File: src/rtl/interface_dht_param.sv
// Single-wire DHT11/DHT22 receiver: host start pulse, pulse-width bit decoding,
// checksum verification and automatic retry on timeout or checksum failure.
module interface_dht_param #(
    parameter int unsigned CLK_HZ         = 50000000,
    parameter int unsigned START_US_DHT11 = 18000,
    parameter int unsigned START_US_DHT22 = 1000,
    parameter int unsigned BIT_THRESH_US  = 50,
    parameter int unsigned TIMEOUT_US     = 200,
    parameter int unsigned RETRY_GAP_US   = 2000,
    parameter int unsigned MAX_TENTATIVAS = 3
) (
    input  logic        clock,
    input  logic        reset,
    input  logic        medir_dht,
    input  logic        modo,
    input  logic        dht_in,
    output logic        dht_oe,
    output logic        ocupado,
    output logic        pronto,
    output logic [15:0] umidade_out,
    output logic [15:0] temperatura_out,
    output logic        erro_checksum,
    output logic        erro_timeout,
    output logic [1:0]  tentativas
);

    localparam int unsigned CYC_PER_US  = CLK_HZ / 1000000;
    localparam int unsigned START11_CYC = CYC_PER_US * START_US_DHT11;
    localparam int unsigned START22_CYC = CYC_PER_US * START_US_DHT22;
    localparam int unsigned BIT_CYC     = CYC_PER_US * BIT_THRESH_US;
    localparam int unsigned TIMEOUT_CYC = CYC_PER_US * TIMEOUT_US;
    localparam int unsigned RETRY_CYC   = CYC_PER_US * RETRY_GAP_US;

    localparam int unsigned MAX_A   = (START11_CYC > START22_CYC) ? START11_CYC : START22_CYC;
    localparam int unsigned MAX_B   = (RETRY_CYC > TIMEOUT_CYC) ? RETRY_CYC : TIMEOUT_CYC;
    localparam int unsigned MAX_CYC = (MAX_A > MAX_B) ? MAX_A : MAX_B;
    localparam int unsigned CNT_W   = $clog2(MAX_CYC + 1);

    localparam logic [CNT_W-1:0] START11_END = CNT_W'(START11_CYC - 1);
    localparam logic [CNT_W-1:0] START22_END = CNT_W'(START22_CYC - 1);
    localparam logic [CNT_W-1:0] TIMEOUT_END = CNT_W'(TIMEOUT_CYC - 1);
    localparam logic [CNT_W-1:0] RETRY_END   = CNT_W'(RETRY_CYC - 1);
    // Counter reads length-1 on the cycle the falling edge is seen.
    localparam logic [CNT_W-1:0] BIT_ONE_MIN = CNT_W'(BIT_CYC - 1);
    localparam logic [CNT_W-1:0] CNT_MAX     = {CNT_W{1'b1}};
    localparam logic [1:0]       MAX_T       = 2'(MAX_TENTATIVAS);

    localparam logic [3:0] INICIAL     = 4'd0;
    localparam logic [3:0] START_LOW   = 4'd1;
    localparam logic [3:0] ESPERA_RESP = 4'd2;
    localparam logic [3:0] RESP_LOW    = 4'd3;
    localparam logic [3:0] RESP_HIGH   = 4'd4;
    localparam logic [3:0] BIT_LOW     = 4'd5;
    localparam logic [3:0] BIT_HIGH    = 4'd6;
    localparam logic [3:0] VERIFICA    = 4'd7;
    localparam logic [3:0] RETRY_GAP   = 4'd8;
    localparam logic [3:0] FIM         = 4'd9;

    logic [3:0]       state_q, state_d;
    logic [CNT_W-1:0] cnt_q, cnt_d;
    logic [2:0]       sync_q;
    logic [39:0]      data_q;
    logic [5:0]       idx_q;
    logic [1:0]       attempt_q;
    logic             modo_q;

    logic             fall, rise, phase_to;
    logic             accept, shift_en, load_out, fail_to, fail_ck;
    logic [CNT_W-1:0] start_end;
    logic [7:0]       checksum;

    // sync_q[1] is the synchronised line, sync_q[2] its previous value.
    assign fall      = sync_q[2] & ~sync_q[1];
    assign rise      = ~sync_q[2] & sync_q[1];
    assign phase_to  = (cnt_q == TIMEOUT_END);
    assign start_end = modo_q ? START22_END : START11_END;
    assign checksum  = data_q[39:32] + data_q[31:24] + data_q[23:16] + data_q[15:8];

    assign dht_oe  = (state_q == START_LOW);
    assign ocupado = (state_q != INICIAL);
    assign pronto  = (state_q == FIM);

    always_comb begin
        state_d  = state_q;
        accept   = 1'b0;
        shift_en = 1'b0;
        load_out = 1'b0;
        fail_to  = 1'b0;
        fail_ck  = 1'b0;
        case (state_q)
            INICIAL: begin
                if (medir_dht) begin
                    accept  = 1'b1;
                    state_d = START_LOW;
                end
            end
            START_LOW: begin
                if (cnt_q == start_end) state_d = ESPERA_RESP;
            end
            ESPERA_RESP: begin
                if (fall)          state_d = RESP_LOW;
                else if (phase_to) fail_to = 1'b1;
            end
            RESP_LOW: begin
                if (rise)          state_d = RESP_HIGH;
                else if (phase_to) fail_to = 1'b1;
            end
            RESP_HIGH: begin
                if (fall)          state_d = BIT_LOW;
                else if (phase_to) fail_to = 1'b1;
            end
            BIT_LOW: begin
                if (rise)          state_d = BIT_HIGH;
                else if (phase_to) fail_to = 1'b1;
            end
            BIT_HIGH: begin
                if (fall) begin
                    shift_en = 1'b1;
                    state_d  = (idx_q == 6'd39) ? VERIFICA : BIT_LOW;
                end else if (phase_to) begin
                    fail_to = 1'b1;
                end
            end
            VERIFICA: begin
                if (checksum == data_q[7:0]) begin
                    load_out = 1'b1;
                    state_d  = FIM;
                end else begin
                    fail_ck = 1'b1;
                end
            end
            RETRY_GAP: begin
                if (cnt_q == RETRY_END) state_d = START_LOW;
            end
            FIM:     state_d = INICIAL;
            default: state_d = INICIAL;
        endcase
        if (fail_to || fail_ck) begin
            state_d = (attempt_q < MAX_T) ? RETRY_GAP : FIM;
        end
    end

    always_comb begin
        if (state_d != state_q)  cnt_d = '0;
        else if (cnt_q == CNT_MAX) cnt_d = cnt_q;
        else                     cnt_d = cnt_q + 1'b1;
    end

    always_ff @(posedge clock or posedge reset) begin
        if (reset) begin
            state_q         <= INICIAL;
            cnt_q           <= '0;
            sync_q          <= 3'b111;
            data_q          <= '0;
            idx_q           <= '0;
            attempt_q       <= '0;
            modo_q          <= 1'b0;
            umidade_out     <= '0;
            temperatura_out <= '0;
            erro_checksum   <= 1'b0;
            erro_timeout    <= 1'b0;
            tentativas      <= '0;
        end else begin
            state_q <= state_d;
            cnt_q   <= cnt_d;
            sync_q  <= {sync_q[1:0], dht_in};

            if (accept) begin
                modo_q        <= modo;
                erro_checksum <= 1'b0;
                erro_timeout  <= 1'b0;
                attempt_q     <= 2'd1;
            end

            if (state_q == RESP_HIGH && state_d == BIT_LOW) idx_q <= '0;
            else if (shift_en)                               idx_q <= idx_q + 6'd1;

            if (shift_en) data_q <= {data_q[38:0], (cnt_q >= BIT_ONE_MIN)};

            if (load_out) begin
                umidade_out     <= data_q[39:24];
                temperatura_out <= data_q[23:8];
            end

            if (fail_to || fail_ck) begin
                if (attempt_q < MAX_T) begin
                    attempt_q <= attempt_q + 2'd1;
                end else begin
                    erro_timeout  <= fail_to;
                    erro_checksum <= fail_ck;
                end
            end

            if (state_q == FIM) tentativas <= attempt_q;
        end
    end

endmodule

File: config.mk
export PLATFORM = sky130hd
export DESIGN_NAME = interface_dht_param
export DESIGN_NICKNAME = d
export VERILOG_FILES = /design/src/rtl/interface_dht_param.sv
export SDC_FILE = /design/constraint.sdc
export NUM_CORES = 1
export LEC_CHECK = 0
export ABC_AREA = 1
export CAP_MARGIN = 20
export CORE_UTILIZATION = 35
export DETAILED_ROUTE_END_ITERATION = 8
export PLACE_DENSITY = 0.56
export SYNTH_ARGS = -nofsm -noshare
export SYNTH_HDL_FRONTEND = slang
export SYNTH_SLANG_ARGS = --single-unit
File: constraint.sdc
create_clock -name clock -period 5.3 [get_ports clock]
set_input_delay 0.795 -clock clock [delete_from_list [all_inputs] [get_ports clock]]
set_output_delay 0.795 -clock clock [all_outputs]
set_load 0.05 [all_outputs]
# --- Yosys cells after proc, flatten, opt, wreduce, memory -nomap -nowiden ---
# Cells that the tools add are included.
totals:
  out_inout_bits: 39
  reg_bits: 112
classes:
  addsub: 6
  mux: 39
  bitwise: 4
  magnitude_cmp: 2
  n_eq_ne: 18
  n_reduce_logical: 7
ops:
  columns: ["cell", "count"]
  rows:
  - ["2-to-1 mux 20 bit", 3]
  - ["2-to-1 mux 4 bit", 10]
  - ["one-hot mux 4 bit (9 select lines)", 1]
  - ["adder 8 bit", 3]
  - ["adder 20 x 1 -> 20 bit, second input constant", 1]
  - ["== test 20 x 14 -> 1 bit, second input constant", 1]
  - ["== test 20 x 17 -> 1 bit, second input constant", 1]
  - ["== test 20 bit", 1]
  - ["== test 20 bit, second input constant", 1]
  - ["== test 4 x 3 -> 1 bit, second input constant", 5]
  - ["greater-or-equal comparator 20 x 12 -> 1 bit, second input constant", 1]
  - ["2-to-1 mux 1 bit", 18]
  - ["2-to-1 mux 6 bit", 2]
  - ["== test 4 x 2 -> 1 bit, second input constant", 2]
  - ["== test 4 bit, second input constant", 2]
  - ["== test 8 bit", 1]
  - ["2-to-1 mux 2 bit", 4]
  - ["adder 6 x 1 -> 6 bit, second input constant", 1]
  - ["== test 6 bit, second input constant", 1]
  - ["== test 4 x 1 -> 1 bit, second input constant", 1]
  - ["logical NOT 4 bit", 1]
  - ["!= test 4 bit", 1]
  - ["nonzero test 4 bit", 1]
  - ["OR reduction 3 bit", 1]
  - ["other kinds (10)", 12]

# --- Longest topological paths before layout ---
# Gate-level depths: netlist (run 1).
logic_depth:
  ltp_word: 11
  mapped_depth: 24
  depth_no_buf: 23

# --- Worst setup path before layout (run 1) ---
# Ideal clock, no wire load.
synth_path:
  kind: "register to register"
  start: "register data_q[9]"
  end: "register cnt_q[4]"
  period_less_slack_ns: 3.571
  stages_incl_launch_ff: 22
  setup_slack_ns: 1.729
  arrival_time_ns: 3.447
  n_path_buf: 1
  setup_time_ns: 0.124
  path_cell_list: "dfrtp_1 fa_1 inv_1 fa_1 inv_1 ha_1 fa_1 xnor2_1 nand3_1 nor2_1 nand3_1 nor2_2 nand3_2 nand2_2 nand2_1 nand2_1 nand2_1 nand2_1 nand2_1 nand2_1 buf_4 nor3_2"
synth_between:
  elab_chain_len: 8
  elab_cells_between_ends: 11
synth_rtl:
  columns: ["item", "line", "text"]
  rows:
  - ["start: declaration", "62", "logic [39:0] data_q;"]
  - ["start signal: assignment", "178", "if (shift_en) data_q <= {data_q[38:0], (cnt_q >= BIT_ONE_MIN)};"]
  - ["adder 8 bit (*)", "77", "assign checksum = data_q[39:32] + data_q[31:24] + data_q[23:16] + data_q[15:8];"]
  - ["== test 8 bit (*)", "125", "if (checksum == data_q[7:0]) begin"]
  - ["parallel branches: the longest is 3 deep, another holds one-hot mux 4 bit (9 select lines)", null, null]
  - ["2-to-1 mux 4 bit (*)", "138", "if (fail_to || fail_ck) begin"]
  - ["!= test 4 bit (*)", "144", "if (state_d != state_q) cnt_d = '0;"]
  - ["!= test 2 bit (no source line) / 2-to-1 mux 20 bit (equally long branches)", null, null]
  - ["end signal: assignment", "165", "cnt_q <= cnt_d;"]
  - ["end: declaration", "60", "logic [CNT_W-1:0] cnt_q, cnt_d;"]
# Every way passes the cells marked *.
# A chain may end at the register's enable or synchronous reset.

# --- Worst setup path after layout (run 1) ---
layout_path:
  start: "register data_q[9]"
  end: "register cnt_q[7]"
# Same word-level chain as after synthesis.

==> results of run 1 <==
==> final cells by class <==
type | instances | share of cell area [%]
clock inverter | 7 | 1.36
multi-input combinational | 510 | 39.4
inverter | 116 | 6.12
sequential | 112 | 39.2
clock buffer | 9 | 3.15
timing repair buffer | 48 | 6.82
tap | 225 | 3.94
==> registers in the layout, indices dropped and copies added (netlist names) <==
signal / count
tentativas: 2
temperatura_out: 16
data_q: 40
idx_q: 6
erro_timeout: 1
erro_checksum: 1
attempt_q: 2
umidade_out: 16
modo_q: 1
state_q: 4
sync_q: 3
cnt_q: 20
==> power breakdown <==
part | internal (W) | switching [W]
sequential | 0.000875 | 0.0000333
combinational | 0.0000576 | 0.0000959
clock | 0.000383 | 0.000351
==> per-layer routing <==
layer,vias to the layer above,global-route usage [%]
li1,2493,-
met1,2269,23.5
met2,81,24.0
met3,14,2.93
met4,0,5.06
met5,-,0
==> per-stage QoR <==
step           area [µm²]  std cells  worst slack [ns]  power, W  utilization (%)
2_1_floorplan        6180        763              1.55   0.00105                -
3_3_place_gp         6800       1010              1.34   0.00108             39.3
3_5_place_dp         6800       1010              1.24   0.00108             39.3
4_1_cts              7120       1026              1.21   0.00182             41.2
5_1_grt              7150       1027             0.791   0.00188             41.3
6_report             7150       1027              1.25   0.00180             41.3
==> cells by family (layout without fill, tap and decap cells) <==
logic type               after synthesis  in the layout  synth area share, %
XOR/XNOR                              22             22                 3.24
AND/OR/NAND/NOR                      355            355                 26.1
flip-flops                           112            112                 45.4
AO/OA/AOI/OAI                        107            107                 9.25
adder cells (fa/ha/maj)               25             25                 6.76
buffers and inverters                141            180                 9.07
multiplexers                           1              1                0.162
==> final timing paths <==
path | slack, ns | start | end
max | 1.25 | data_q[9] | cnt_q[7]
min | 0.36 | sync_q[0] | sync_q[1]
max reg2reg | 1.25 | data_q[9] | cnt_q[7]
min reg2reg | 0.36 | sync_q[0] | sync_q[1]
max in group asynchronous | 3.59 | reset | data_q[20]
min in group asynchronous | 0.66 | reset | state_q[0]
==> layout by cell type, fill, tap and decap left out, types with 3 or more instances in the layout <==
master                            instances
sky130_fd_sc_hd__a21oi_1                 11
sky130_fd_sc_hd__buf_4                    4
sky130_fd_sc_hd__clkbuf_16                9
sky130_fd_sc_hd__clkdlybuf4s50_1         43
sky130_fd_sc_hd__dfrtp_1                109
sky130_fd_sc_hd__dfstp_2                  3
sky130_fd_sc_hd__fa_1                    14
sky130_fd_sc_hd__ha_1                    11
sky130_fd_sc_hd__inv_1                  111
sky130_fd_sc_hd__inv_2                    3
sky130_fd_sc_hd__inv_8                    3
sky130_fd_sc_hd__nand2_1                193
sky130_fd_sc_hd__nand3_1                 44
sky130_fd_sc_hd__nand4_1                 13
sky130_fd_sc_hd__nor2_1                  55
sky130_fd_sc_hd__nor3_1                  18
sky130_fd_sc_hd__nor3_2                  20
sky130_fd_sc_hd__o21ai_0                 84
sky130_fd_sc_hd__o22ai_1                  3
sky130_fd_sc_hd__xnor2_1                  6
sky130_fd_sc_hd__xor2_1                  15
==> summary by stage, run 1 <==
Status
The flow ran to the end, and the final reports show no timing, DRC or antenna violations.

Route
The total wirelength of the detailed-routed design is roughly 13 mm. The count of nets left with antenna violations once routing finished came out at 0. The routed design uses 486 µm of met3 wire. The first detailed-routing pass took 5 iterations. The detailed-routing wirelength on met1 is 6.78 mm. The number of design-rule violations left by the first detailed-router iteration is 343. The highest routing layer actually used is met4. The via density per instance is 4.73. After detailed routing, the number of remaining DRC violations is 0. Summing over every cut layer, the via total after detailed routing is slightly below 5000. The total met2 wirelength after detailed routing is 5.89 mm. In the final routed layout, each cell accounts on average for around 13 µm.

Power and ir drop
For this design the ratio of total power to cell area is 251 nW/µm². The peak ir drop on the vdd network is 0.000152 V. Summed over all cells, the static leakage comes to ~3.3 nW.

Placement
The detailed placer's ending HPWL is 9.69 mm. The routability congestion estimate from global placement is 0.846. The count of buffers added on input and output ports is between 40 and 50.

CTS
The number of buffers added by the clock tree synthesis step is 9. For the worst-skew pair, the clock arrives at the later sink with an insertion delay of 0.37 ns. After clock tree synthesis, the clock-pin slew on the worst setup and hold paths is 0.08 ns.

The clock tree root driver cell is sky130_fd_sc_hd__clkbuf_16. The number of hold buffers added after CTS was 0. The sink count of the clock tree is 112.

The CTS tree is yes. The H-tree level count is 3. The number of setup buffers added after CTS is 0. The maximum clock insertion buffer count is 2.

The total of cells resized after clock tree synthesis is 0.

Logic synthesis
For this run, the number of Yosys warnings is 0. The proportion of synthesized flip-flops having asynchronous set or reset is 100%. The number of storage elements in the synthesis netlist is 112. The most used flip-flop cell after synthesis is sky130_fd_sc_hd__dfrtp_1. The cell type with the largest total area after synthesis is sky130_fd_sc_hd__dfrtp_1.

The synthesized netlist occupies a cell area of ~6200 µm². The count of flip-flops with a built-in enable after synthesis is 0. The synthesized area per cell is 8.10 µm². The net count after synthesis is 793. Synthesis handed over a netlist of 763 instances. The share of synthesized area in the top cell type comes to 44.1%. Synthesis instantiated 39 different standard cells from the library. By instance count, the leading cell after synthesis is sky130_fd_sc_hd__nand2_1.

After synthesis, the cell types taking the most area are sky130_fd_sc_hd__dfrtp_1 (44%), sky130_fd_sc_hd__nand2_1 (12%), sky130_fd_sc_hd__inv_1 (6.8%). By count the netlist is led by sky130_fd_sc_hd__nand2_1 (193), sky130_fd_sc_hd__inv_1 (112), sky130_fd_sc_hd__dfrtp_1 (109). The proportion of synthesized chip area in sequential cells is between 40% and 50%.

Global routing
In the global route stage, overall resource usage came out at between 10% and 20%. The number of antenna violations at the first check in global routing is 0. The via count of the first global-routing pass was 4650. The leftover overflow at the end of global routing is 0. The first global-routing pass estimated roughly 23 mm of wire. The pin count of the biggest net entering global routing is 81.

Worst hold path
The class of the worst hold path is flip-flop to flip-flop. Counting instances, the worst hold path has a depth of 0.

Cells and area
The layout overhead on the synthesized area is 15.7%. The area taken by flip-flops and latches is 2810 µm². Counting the fill cells in the layout gives 1784. Cells with a size suffix above 1 make up 7.48% of the layout. The antenna diode count is 0. In the final design database the tool counted ~830 nets. The multi-input logic area is 2810 µm².

Timing
At the pin with the least slew margin, the transition time is 0.692 ns. Summed over all failing endpoints, the final setup total negative slack is 0 ns. The maximum clock rate is 247 MHz.

The number of hold violations in the final report came to 0. Setup repair after global routing left no endpoint under its margin. The clock tree skew after final layout is 0.0142 ns.

The post-route clock period utilization is 76.5%. The hold slack is 0.359 ns. The final critical-path required period is 4.05 ns. Setup violations remaining at the end of the flow were counted as 0. The worst pin sits at a relative slew slack of between 50 and 60%.

The max-slew violation total from the final report is 0.

Floorplanning
In this run the standard cell core region covers 17300 µm². 44 I/O pins were placed. Once the floorplan was initialized, standard cells occupied a little over a third of the core. The width of the die is 135 µm. The number of rows in the core area is 48. The area of the die is between 15000 and 20000 µm². The chip height is 135 µm.

Setup path
The arrival time of data at the critical path endpoint is 4.33 ns. The sort of element at the start of the critical path is a flip-flop. The worst setup path is captured at a flip-flop. At the worst endpoint, the required time is 5.57 ns. For the worst flop-to-flop path, the logic depth is 17. The master of the slowest instance on the critical path is sky130_fd_sc_hd__fa_1. The critical path goes through fa_1 > inv_1 > fa_1 > inv_1 > ha_1 > fa_1 > xnor2_1 > nand3_1 > nor2_1 > nand3_1 > nor2_2 > nand3_2 > nand2_2 > nand3_1 > a21oi_2 > nand2_2 > nor3_2.

The class of the most critical setup path is flip-flop to flip-flop. The number of buffers and inverters on the critical path is 2. The kind of cell adding the most delay to the critical path is adder cells.

Of all nets on the critical path, the largest fanout is 20. For this run, the slowest stage of the critical path takes between 0.5 and 0.6 ns. The critical path crosses 17 cells after its start point.

Flow run
The number of max-cap violations is 0.
Note: power is estimated with default switching activity, not from simulation.
==> inputs of run 2 (changes only) <==
Settings changed: PLACE_DENSITY 0.56 to 0.58.
Clock period 5.3 ns to 3.7 ns, I/O delays scaled along.
==> summary by stage, run 2 (same netlist as run 1, synthesis figures left out) <==
Cells and area
The post-layout instance area is 7860 µm² (+10%). The fraction of final layout cells with drive strength greater than 1 was 17.3% (+9.8 points). The number of inserted filler cells in the final layout is 1704 (-4.5%). In the final layout, the registers with the most flip-flops are data_q: 40 flops, cnt_q: 20 flops. The final standard cell count with taps included and fillers excluded was 1056 (+2.8%).

The most flop-heavy register is data_q. The library cell used most frequently in the layout, excluding fill and tap cells, is sky130_fd_sc_hd__nand2_1. The library cells used most frequently in the layout, excluding fill and tap cells, are sky130_fd_sc_hd__nand2_1 (161), sky130_fd_sc_hd__inv_1 (110), sky130_fd_sc_hd__dfrtp_1 (109). The multi-input logic area came to 3110 µm² (+10%).

The layout overhead on the synthesized area is 27.2%. The area taken by flip-flops and latches was 2810 µm² (unchanged). The flip-flop count of the largest register, all copies and words added was 40 (unchanged). The antenna diode count is 0 (unchanged).

The final net count was 856 (+3.5%).

CTS
The clock-pin slew on the worst setup and hold paths is 0.08 ns (about the same). The CTS tree is yes. The sink count of the clock tree is 112 (unchanged).

The maximum clock insertion buffer count came to 2 (unchanged). In this run the clock root is driven by a sky130_fd_sc_hd__clkbuf_16. The insertion delay to the later sink of the worst-skew pair is 0.37 ns (about the same). The number of buffers added by the clock tree synthesis step was 9 (unchanged). The H-tree level count is 3 (unchanged).

The number of buffers added to fix hold violations after cts is 0 (unchanged).

Global routing
The all-layer global routing usage is 16.6% (+0.50 points). The wire length of the first global-routing pass came to 23.9 mm (+3.5%). The pin count of the biggest net entering global routing is 80 (-1.2%). The leftover overflow at the end of global routing is 0 (unchanged).

The via count of the first global-routing pass is 4838 (+4.0%). The number of antenna violations at the first check in global routing came to 0 (unchanged).

Setup path
STA classifies the critical path endpoint as a flip-flop. The sort of element at the start of the critical path is a flip-flop. The class of the most critical setup path is flip-flop to flip-flop. The arrival time of data at the critical path endpoint was 4.09 ns (-0.24 ns). The required time of the worst setup path is 3.94 ns (-1.63 ns). The maximum fanout along the worst path was 5 (-75%).

Timing
The number of setup violations in the final report is 20 (+20). The pin slew with the least headroom to its limit is 0.705 ns (+0.0135 ns). The final critical-path required period came to 3.84 ns (-0.211 ns).

The maximum clock rate came to 260 MHz (+5.5%). The clock tree skew after final layout is 0.0130 ns (-0.00116 ns). The post-route clock period utilization is 104% (+27 points). The number of hold violations in the final report is 0 (unchanged). The setup TNS came to -2.56 ns (-2.56 ns). The final critical-path setup slack is -0.142 ns (-1.39 ns). The relative slew slack was 53.0% (-0.90 points).

Setup repair after global routing could not meet its margin everywhere. The max-slew violation total from the final report is 0 (unchanged).

Floorplanning
The area of the core region is 17300 µm² (unchanged). The area of the die was 18200 µm² (unchanged). The chip height was 135 µm (unchanged). The number of rows in the core area was 48 (unchanged).

The effective utilization at floorplan is 35.7% (unchanged). The width of the die is 135 µm (unchanged). The number of top-level pins is 44 (unchanged).

Placement
The count of input and output buffers came to 43 (unchanged). The routability congestion estimate from global placement is 0.897 (+6.1%). The instance area after placement was 6940 µm² (+2.0%).

The number of placed cells counting well taps was 1023 (+1.3%). The detailed placer's ending HPWL was 9.85 mm (+1.6%).

Route
The per-cell routed wire length is 14.3 µm (+9.9%). The number of design-rule violations left by the first detailed-router iteration is 399 (+16%). The routed via count was 5089 (+4.8%).

The total wirelength of the detailed-routed design is 15.0 mm (+13%). The count of TritonRoute iterations in the first routing pass is 4 (-1). The number of remaining DRC errors is 0 (unchanged). The remaining number of nets flagged by the antenna check after routing is 0 (unchanged). The via density per instance is 4.82 (+1.9%).

Status
The checks that failed: setup timing. The run finished, with violations left.

Flow run
The number of max-cap violations is 0 (unchanged).

Power and ir drop
The peak ir drop on the vdd network came to 0.000275 V (+82%). The leakage power figure is 3.63 nW (+8.7%). The power per unit of standard cell area was 322 nW/µm² (+28%).

Worst hold path
The class of the worst hold path is flip-flop to flip-flop.
-- run 2: changes by cell type in the layout (fill, tap and decap cells not counted), moves of 13 or more --
cell and delta:
sky130_fd_sc_hd__nand2_2 +16, sky130_fd_sc_hd__nand2_1 -32, sky130_fd_sc_hd__o21ai_1 +13, sky130_fd_sc_hd__nand2_4 +16
sky130_fd_sc_hd__o21ai_0 -31, sky130_fd_sc_hd__o21ai_2 +18
-- run 2: area by class of cell --
cell class / instances / share of cell area, %
multi-input cells: 510 / 39.5
flip-flops and latches: 112 / 35.7
repair buffers: 77 / 12.0
inverters: 116 / 5.57
well taps: 225 / 3.58
clock buffers: 9 / 2.86
clock inverters: 7 / 0.764
-- run 2: final timing paths --
| path | startpoint | end | slack [ns] | depth (start not counted) |
|---|---|---|---|---|
| setup / recovery | data_q[9] | cnt_q[18] | -0.14 | 21 |
| hold / removal | sync_q[0] | sync_q[1] | 0.36 | 0 |
| setup reg to reg | data_q[9] | cnt_q[18] | -0.14 | 21 |
| hold reg to reg | sync_q[0] | sync_q[1] | 0.36 | 0 |
| max in group asynchronous | reset | sync_q[2] | 2.29 | 3 |
| min in group asynchronous | reset | erro_checksum | 0.65 | 2 |
-- run 2: per-stage QoR --
| step | hold WS [ns] | util [%] | setup slack (ns) | total power, W |
|---|---|---|---|---|
| after floorplan | 0.345 | - | 0.129 | 0.00150 |
| after global placement | 0.345 | 40.1 | -0.0348 | 0.00155 |
| after detailed placement | 0.348 | 40.1 | -0.144 | 0.00155 |
| after CTS | 0.359 | 42.1 | -0.0919 | 0.00254 |
| after global routing | 0.362 | 45.5 | -0.370 | 0.00265 |
| final | 0.359 | 45.5 | -0.142 | 0.00253 |
-- run 2: critical path: stages, from the launching register on --
cell and delay, ns:
sky130_fd_sc_hd__dfrtp_1 0.41, sky130_fd_sc_hd__fa_1 0.56, sky130_fd_sc_hd__inv_2 0.04, sky130_fd_sc_hd__fa_1 0.50, sky130_fd_sc_hd__inv_1 0.04, sky130_fd_sc_hd__ha_2 0.18, sky130_fd_sc_hd__fa_2 0.53, sky130_fd_sc_hd__xnor2_1 0.11
sky130_fd_sc_hd__nand3_1 0.09, sky130_fd_sc_hd__nor2_1 0.12, sky130_fd_sc_hd__nand3_1 0.11, sky130_fd_sc_hd__nor2_2 0.12, sky130_fd_sc_hd__nand3_2 0.13, sky130_fd_sc_hd__nand2_4 0.12, sky130_fd_sc_hd__nand2_2 0.06, sky130_fd_sc_hd__nand2_2 0.09
sky130_fd_sc_hd__nand2_2 0.06, sky130_fd_sc_hd__nand2_2 0.06, sky130_fd_sc_hd__nand2_2 0.06, sky130_fd_sc_hd__nand2_4 0.12, sky130_fd_sc_hd__clkbuf_16 0.18, sky130_fd_sc_hd__nor3_2 0.04
-- run 2: routing by layer --
layer	GRT usage (%)	vias up	routed length [µm]
met5	0	-	0
met1	23.7	2415	7430
li1	-	2551	-
met4	3.50	0	202
met3	3.75	28	494
met2	25.7	95	6920
-- run 2: power by group --
group / internal [W] / switching (W) / leakage [nW] / total [W]
Clock: 0.000473 / 0.000497 / 0.143 / 0.000970
Sequential: 0.00125 / 0.0000477 / 1.54 / 0.00130
Combinational: 0.000105 / 0.000156 / 1.95 / 0.000261
-- run 2: what timing repair did --
item,in CTS,in global routing
hold endpoints to repair,0,0
buffers inserted,0,5
gates cloned,1,11
pin swaps,0,1
resized for setup,8,119
setup endpoints to repair,20,53
